## config.mk

```make
export PLATFORM = sky130hd
export DESIGN_NAME = mem_port_arbiter
export DESIGN_NICKNAME = d
export VERILOG_FILES = /design/src/rtl/mem_port_arbiter.sv
export SDC_FILE = /design/constraint.sdc
export NUM_CORES = 1
export LEC_CHECK = 0
export CELL_PAD_IN_SITES_DETAIL_PLACEMENT = 2
export CELL_PAD_IN_SITES_GLOBAL_PLACEMENT = 2
export CORE_AREA = 5 5 137 139
export CTS_BUF_LIST = sky130_fd_sc_hd__clkbuf_4 sky130_fd_sc_hd__clkbuf_8 sky130_fd_sc_hd__clkbuf_16
export DETAILED_ROUTE_END_ITERATION = 6
export DIE_AREA = 0 0 142 144
export GPL_TIMING_DRIVEN = 0
export PLACE_DENSITY_LB_ADDON = 0.1
export SLEW_MARGIN = 20
export SYNTH_ARGS = -nofsm -noshare
export SYNTH_HDL_FRONTEND = slang
export SYNTH_SLANG_ARGS = --single-unit
```

## constraint.sdc

```tcl
create_clock -name CLK -period 2.23 [get_ports CLK]
set_input_delay 0.446 -clock CLK [delete_from_list [all_inputs] [get_ports CLK]]
set_output_delay 0.446 -clock CLK [all_outputs]
set_load 0.005 [all_outputs]
```

## src/rtl/mem_port_arbiter.sv

```systemverilog
// Two-requester arbiter for the single main-memory port: icache (read-only) and
// dcache (read/write), round-robin on contention, one block transaction at a time.
module mem_port_arbiter #(
    parameter int ADDR_W = 6,
    parameter int DATA_W = 32
) (
    input  logic              CLK,
    input  logic              RESET,
    input  logic              I_READ,
    input  logic [ADDR_W-1:0] I_ADDRESS,
    output logic [DATA_W-1:0] I_READDATA,
    output logic              I_BUSYWAIT,
    input  logic              D_READ,
    input  logic              D_WRITE,
    input  logic [ADDR_W-1:0] D_ADDRESS,
    input  logic [DATA_W-1:0] D_WRITEDATA,
    output logic [DATA_W-1:0] D_READDATA,
    output logic              D_BUSYWAIT,
    output logic              M_READ,
    output logic              M_WRITE,
    output logic [ADDR_W-1:0] M_ADDRESS,
    output logic [DATA_W-1:0] M_WRITEDATA,
    input  logic [DATA_W-1:0] M_READDATA,
    input  logic              M_BUSYWAIT
);

    typedef enum logic [2:0] {
        IDLE    = 3'd0,
        GRANT_I = 3'd1,
        GRANT_D = 3'd2,
        DONE_I  = 3'd3,
        DONE_D  = 3'd4
    } state_t;

    state_t              state_q;
    logic                last_d_q;   // 1: dcache won the most recent grant
    logic                first_q;    // first GRANT cycle, completion is suppressed
    logic                m_read_q;
    logic                m_write_q;
    logic [ADDR_W-1:0]   m_addr_q;
    logic [DATA_W-1:0]   m_wdata_q;
    logic [DATA_W-1:0]   i_rdata_q;
    logic [DATA_W-1:0]   d_rdata_q;

    logic i_req, d_req, grant_i, mem_done;

    assign i_req    = I_READ;
    assign d_req    = D_READ | D_WRITE;
    assign grant_i  = i_req & (~d_req | last_d_q);
    assign mem_done = ~first_q & ~M_BUSYWAIT;

    assign I_BUSYWAIT  = i_req & (state_q != DONE_I);
    assign D_BUSYWAIT  = d_req & (state_q != DONE_D);
    assign I_READDATA  = i_rdata_q;
    assign D_READDATA  = d_rdata_q;
    assign M_READ      = m_read_q;
    assign M_WRITE     = m_write_q;
    assign M_ADDRESS   = m_addr_q;
    assign M_WRITEDATA = m_wdata_q;

    always_ff @(posedge CLK or negedge RESET) begin
        if (!RESET) begin
            state_q   <= IDLE;
            last_d_q  <= 1'b1;
            first_q   <= 1'b0;
            m_read_q  <= 1'b0;
            m_write_q <= 1'b0;
            m_addr_q  <= '0;
            m_wdata_q <= '0;
            i_rdata_q <= '0;
            d_rdata_q <= '0;
        end else begin
            case (state_q)
                IDLE: begin
                    if (grant_i) begin
                        m_read_q  <= 1'b1;
                        m_write_q <= 1'b0;
                        m_addr_q  <= I_ADDRESS;
                        last_d_q  <= 1'b0;
                        first_q   <= 1'b1;
                        state_q   <= GRANT_I;
                    end else if (d_req) begin
                        // write wins when both D strobes are high
                        m_read_q  <= ~D_WRITE;
                        m_write_q <= D_WRITE;
                        m_addr_q  <= D_ADDRESS;
                        m_wdata_q <= D_WRITEDATA;
                        last_d_q  <= 1'b1;
                        first_q   <= 1'b1;
                        state_q   <= GRANT_D;
                    end
                end
                GRANT_I: begin
                    first_q <= 1'b0;
                    if (mem_done) begin
                        m_read_q <= 1'b0;
                        if (i_req)
                            i_rdata_q <= M_READDATA;
                        state_q <= DONE_I;
                    end
                end
                GRANT_D: begin
                    first_q <= 1'b0;
                    if (mem_done) begin
                        m_read_q  <= 1'b0;
                        m_write_q <= 1'b0;
                        if (m_read_q && d_req)
                            d_rdata_q <= M_READDATA;
                        state_q <= DONE_D;
                    end
                end
                DONE_I, DONE_D: state_q <= IDLE;
                default:        state_q <= IDLE;
            endcase
        end
    end

endmodule

```

==> run summary, run 1 <==
Max H-tree Level: 3
Seq/Total Area, Yosys: 0.640
Clock Skews: 0.0103 ns
Max_cap viols: 0
Crit Path Class: reg2out
Std cell rows: 49
Worst-Skew Late Latency: 0.36 ns
Slowest-stage cell, CP: clkdlybuf4s50_1
Initial antenna violation count: 0
DRC violations left: 0
Area growth from synthesis to layout: 59.6%
Mapped Cells: 279
Die height: 144 um
Worst relative slew slack: 0.566
Req. time, crit path: 1.78 ns
Top Family by Delay on Critical Path: buffers and inverters
Most common cell after layout, fill and taps aside: clkdlybuf4s50_1
All-Layer GR Usage: 0.133
Core area: 17500 um2
PortBufs: 187
FF+latch count, synth: 109
DP Worst Slack: -0.689 ns
Vias in the first global route: 3595
Initial Util: 0.243
First-pass GRT wire length: 20800 um
Fmax: 481 MHz
Layout cell share with drive strength beyond 1: 0.275
Final Wtd Congestion: 0.716
Status: complete, no violations
Setup WS post-layout: 0.151 ns
Mean area per synthesized cell: 15.3 um2
First drt pass iteration count: 4
VDD IR max: 440 uV
Die Span X: 142 um
Final Hold Viols: 0
Grt ovf: 0
Detail Placement HPWL: 9840 um
Setup repair bufs after CTS: 0
Mapped Area: 4270 um2
Setup-failing EPs final: 0
Worst-Margin Slew: 0.650 ns
Io pins: 188
Critical path cell sequence: buf_2, nor2_1, a21oi_1, clkdlybuf4s50_1
Cts bufs inserted: 9
Critical Path Max Stage Delay: 0.53 ns
Reg clk slew, reported paths: 0.08 ns
WL/cell: 18.5 um
Commonest non-fill, non-tap cells in the layout: 182 x clkdlybuf4s50_1, 108 x dfrtp_1, 95 x mux2_2
Slew Viols, Final: 0
Drt total wl: 13200 um
Total Neg Setup Slack: 0 ns
CTS root buffer: clkbuf_16
Placed cell area: 6450 um2
Hold WC Path Type: in2async
Max FO, Critical Path: 9
CTS max path bufs: 2
Post-route minimum period: 2.08 ns
Crit end category: primary output
Final ANT Viol Nets: 0
# hold bufs at CTS: 0
Vias: 3094
Syn Nets: 361
Worst setup SP type: flip-flop
Ys flop type: dfrtp_1
Crit share post-route: 0.932
DIE AREA: 20400 um2
CTS sink count: 109
CP arrival: 1.63 ns
Leakage power: 2.85 nW
Fin nets: 560
Worst path bufs/invs: 2
Distinct cell type count after synthesis: 31
Number of vias per cell: 4.35
Largest net degree at the start of global routing: 65
Yosys warns: 0
DR iter-0 viols: 43
RSZ-0062 raised after global routing: false
Power Density: 1360 nW/um2
Layout fillers: 1804
Fraction of registers with async set/reset: 1.00
CTS tree: built
Ant diodes: 0
Number of flops mapped to enable cells by yosys: 0
Final Cell Area: 6810 um2
## power by group
part | switching [mW] | internal, mW
clock network | 0.779 | 1.03
logic | 1.34 | 2.66
registers | 0.486 | 2.94
total | 2.60 | 6.62
## registers in the layout, indices dropped and copies added, names as in the netlist
name         cells
M_WRITEDATA     32
state_q          3
M_WRITE          1
D_READDATA      32
I_READDATA      32
first_q          1
last_d_q         1
M_READ           1
M_ADDRESS        6
## cells by family after synthesis
group	synth area share
muxes	0.256
buffers and inverters	0.0232
and+or+nand+nor	0.0317
DFF	0.640
AOI/OAI and AO/OA	0.0478
xor gates and xnor gates	0.00205
## path summary, 6_finish.rpt
path | cells past startpoint | start | endpoint | slack, ns
setup / recovery | 4 | state_q[0] | D_BUSYWAIT | 0.15
hold / removal | 1 | RESET | M_ADDRESS[2] | 0.008
setup reg to reg | 5 | state_q[1] | M_WRITEDATA[5] | 0.18
hold reg to reg | 1 | M_WRITEDATA[28] | M_WRITEDATA[28] | 0.50
max in group asynchronous | 2 | RESET | D_READDATA[16] | 1.52
min in group CLK | 1 | M_WRITEDATA[28] | M_WRITEDATA[28] | 0.50
## synthesized netlist by cell type, types with 2 or more instances
library cell / count / area share
o21ai_0: 9 / 0.011
nand4b_1: 2 / 0.0041
clkbuf_1: 2 / 0.0018
a31oi_1: 6 / 0.0088
nand2_1: 2 / 0.0018
buf_6: 4 / 0.011
nand3_1: 7 / 0.0082
nor3_1: 3 / 0.0035
nor2_1: 6 / 0.0053
a21oi_1: 10 / 0.012
buf_2: 7 / 0.0082
dfrtp_1: 108 / 0.63
mux2_2: 95 / 0.25
## layout make-up
cell class | instances | area [um2] | area share
plain buffers | 14 | 105 | 0.0154
clock buffers | 10 | 239 | 0.0351
clock inverters | 6 | 95.1 | 0.0140
inverters | 1 | 3.75 | 0.000551
multi-input cells | 155 | 1450 | 0.213
flip-flops and latches | 109 | 2730 | 0.401
well taps | 229 | 287 | 0.0421
repair buffers | 188 | 1900 | 0.279
## per-layer routing
metal	track usage	wire length (um)
met1	0.153	5200
met2	0.222	6570
met3	0.0506	1140
met4	0.0571	278
met5	0	0
## timing repair
action	CTS	global route
endpoints found under the setup margin	2	1
gates resized for setup	9	1
pin swaps	1	0
## through the flow
stage	total power [mW]	hold slack, ns	instances	util
after floorplan	4.98	0.150	279	-
after global placement	7.43	0.467	695	0.366
after detailed placement	7.56	0.424	696	0.368
after CTS	9.45	0.0229	712	0.388
after global routing	9.85	0.0422	712	0.388
final	9.23	0.00792	712	0.388
Power figures use the tool's default switching activity.
==> run 2: changes to the inputs <==
==> constraint.sdc (replaced) <==
create_clock -name CLK -period 2.61 [get_ports CLK]
set_input_delay 0.522 -clock CLK [delete_from_list [all_inputs] [get_ports CLK]]
set_output_delay 0.522 -clock CLK [all_outputs]
set_load 0.005 [all_outputs]
==> run 2 against run 1 <==
  * Sequential share of layout area about the same
  * Count of clock-buffer cells in the layout did not move
  * Sequential power down 15%
  * Critical path type is now in2out
  * Highest routed layer unchanged
==> run summary, run 2 (synthesis gave the netlist of run 1 again) <==
Status: complete, no violations
DR iter-0 viols: 44
Crit Path Class: in2out
Slew Viols, Final: 0
Die Span X: 142 um
DRC violations left: 0
CTS sink count: 109
Placed cell area: 6450 um2
Max H-tree Level: 3
PortBufs: 187
Hold WC Path Type: in2async
Slowest-stage cell, CP: clkdlybuf4s50_1
DP Worst Slack: -0.461 ns
Final Hold Viols: 0
Worst-Skew Late Latency: 0.36 ns
First-pass GRT wire length: 20800 um
Number of vias per cell: 4.34
Crit share post-route: 0.952
Final Wtd Congestion: 0.716
Std cell rows: 49
Die height: 144 um
Grt ovf: 0
Initial antenna violation count: 0
Final Util: 0.388
Leakage power: 2.84 nW
Finished Layout Cells: 712
PostCTS Resize Cnt: 4
Post-route minimum period: 2.49 ns
CP arrival: 1.96 ns
CTS root buffer: clkbuf_16
Ant diodes: 0
WL/cell: 18.5 um
Worst-Margin Slew: 0.630 ns
Hold WS: 0.0840 ns
Worst relative slew slack: 0.579
Pwr Total: 7.88 mW
Final Cell Area: 6800 um2
Layout fillers: 1809
All-Layer GR Usage: 0.133
Fin nets: 560
Req. time, crit path: 2.09 ns
VDD IR max: 376 uV
Setup WS post-layout: 0.124 ns
Cts bufs inserted: 9
Vias: 3091
DIE AREA: 20400 um2
Critical path cell sequence: dlygate4sd2_1, clkbuf_8, inv_1, a21oi_1, clkdlybuf4s50_1
Critical Path Max Stage Delay: 0.54 ns
Detail Placement HPWL: 9840 um
RSZ-0062 raised after global routing: false
Largest net degree at the start of global routing: 65
Final ANT Viol Nets: 0
Crit end category: primary output
Reg clk slew, reported paths: 0.08 ns
Area growth from synthesis to layout: 59.4%
Drt total wl: 13200 um
Power Density: 1160 nW/um2
CTS tree: built
Commonest non-fill, non-tap cells in the layout: 185 x clkdlybuf4s50_1, 108 x dfrtp_1, 95 x mux2_2
Setup-failing EPs final: 0
Vias in the first global route: 3587
Clock Skews: 0.0100 ns
Max_cap viols: 0
# hold bufs at CTS: 0
Core area: 17500 um2
Fmax: 402 MHz
Max FO, Critical Path: 10
Most common cell after layout, fill and taps aside: clkdlybuf4s50_1
DP Cell Count: 696
Io pins: 188
CTS max path bufs: 2
Worst setup SP type: input port
First drt pass iteration count: 4
Setup repair bufs after CTS: 0
Layout cell share with drive strength beyond 1: 0.271
Initial Util: 0.243
Total Neg Setup Slack: 0 ns
## run 2: cell count changes in the layout (fill, tap and decap cells not counted)
cell,delta
dlygate4sd2_1,-1
a21oi_1,+1
a21oi_2,-1
clkdlybuf4s15_2,-1
dlymetal6s2s_1,-1
clkdlybuf4s50_1,+3
## run 2: cell type report
class                      instances  area, um2  share of cell area
sequential                       109       2730               0.401
timing repair buffer             188       1900               0.279
multi-input combinational        155       1440               0.212
tap                              229        287              0.0421
clock buffer                      10        239              0.0351
buffer                            14        105              0.0155
clock inverter                     6       95.1              0.0140
inverter                           1       3.75            0.000552
## run 2: critical path, delay by kind of cell
family                 cells  cell delay [ns]
AOI/OAI and AO/OA          1             0.19
buffers and inverters      4             1.24
## run 2: path summary, 6_finish.rpt
path | startpoint | end | slack, ns | depth (start not counted)
worst max-delay path | I_READ | I_BUSYWAIT | 0.12 | 5
worst min-delay path | RESET | M_ADDRESS[2] | 0.08 | 1
worst max register to register | state_q[1] | M_WRITEDATA[5] | 0.57 | 5
worst min register to register | M_WRITEDATA[28] | M_WRITEDATA[28] | 0.50 | 1
max in group asynchronous | RESET | D_READDATA[16] | 1.82 | 2
min in group CLK | M_WRITEDATA[28] | M_WRITEDATA[28] | 0.50 | 1
## run 2: power breakdown
part           leakage [nW]  switching, mW  total, mW  internal (mW)
combinational          1.35           1.14       3.41           2.27
sequential             1.34          0.415       2.93           2.51
clock                 0.157          0.665       1.54          0.877
total                  2.84           2.22       7.88           5.66
## run 2: routing by layer
layer  vias to the layer above  track usage  share of wire
met3                        14       0.0506          0.086
met2                       110        0.223           0.50
met1                      1564        0.153           0.39
met4                         0       0.0545          0.018
met5                         -            0              0
li1                       1403            -              -
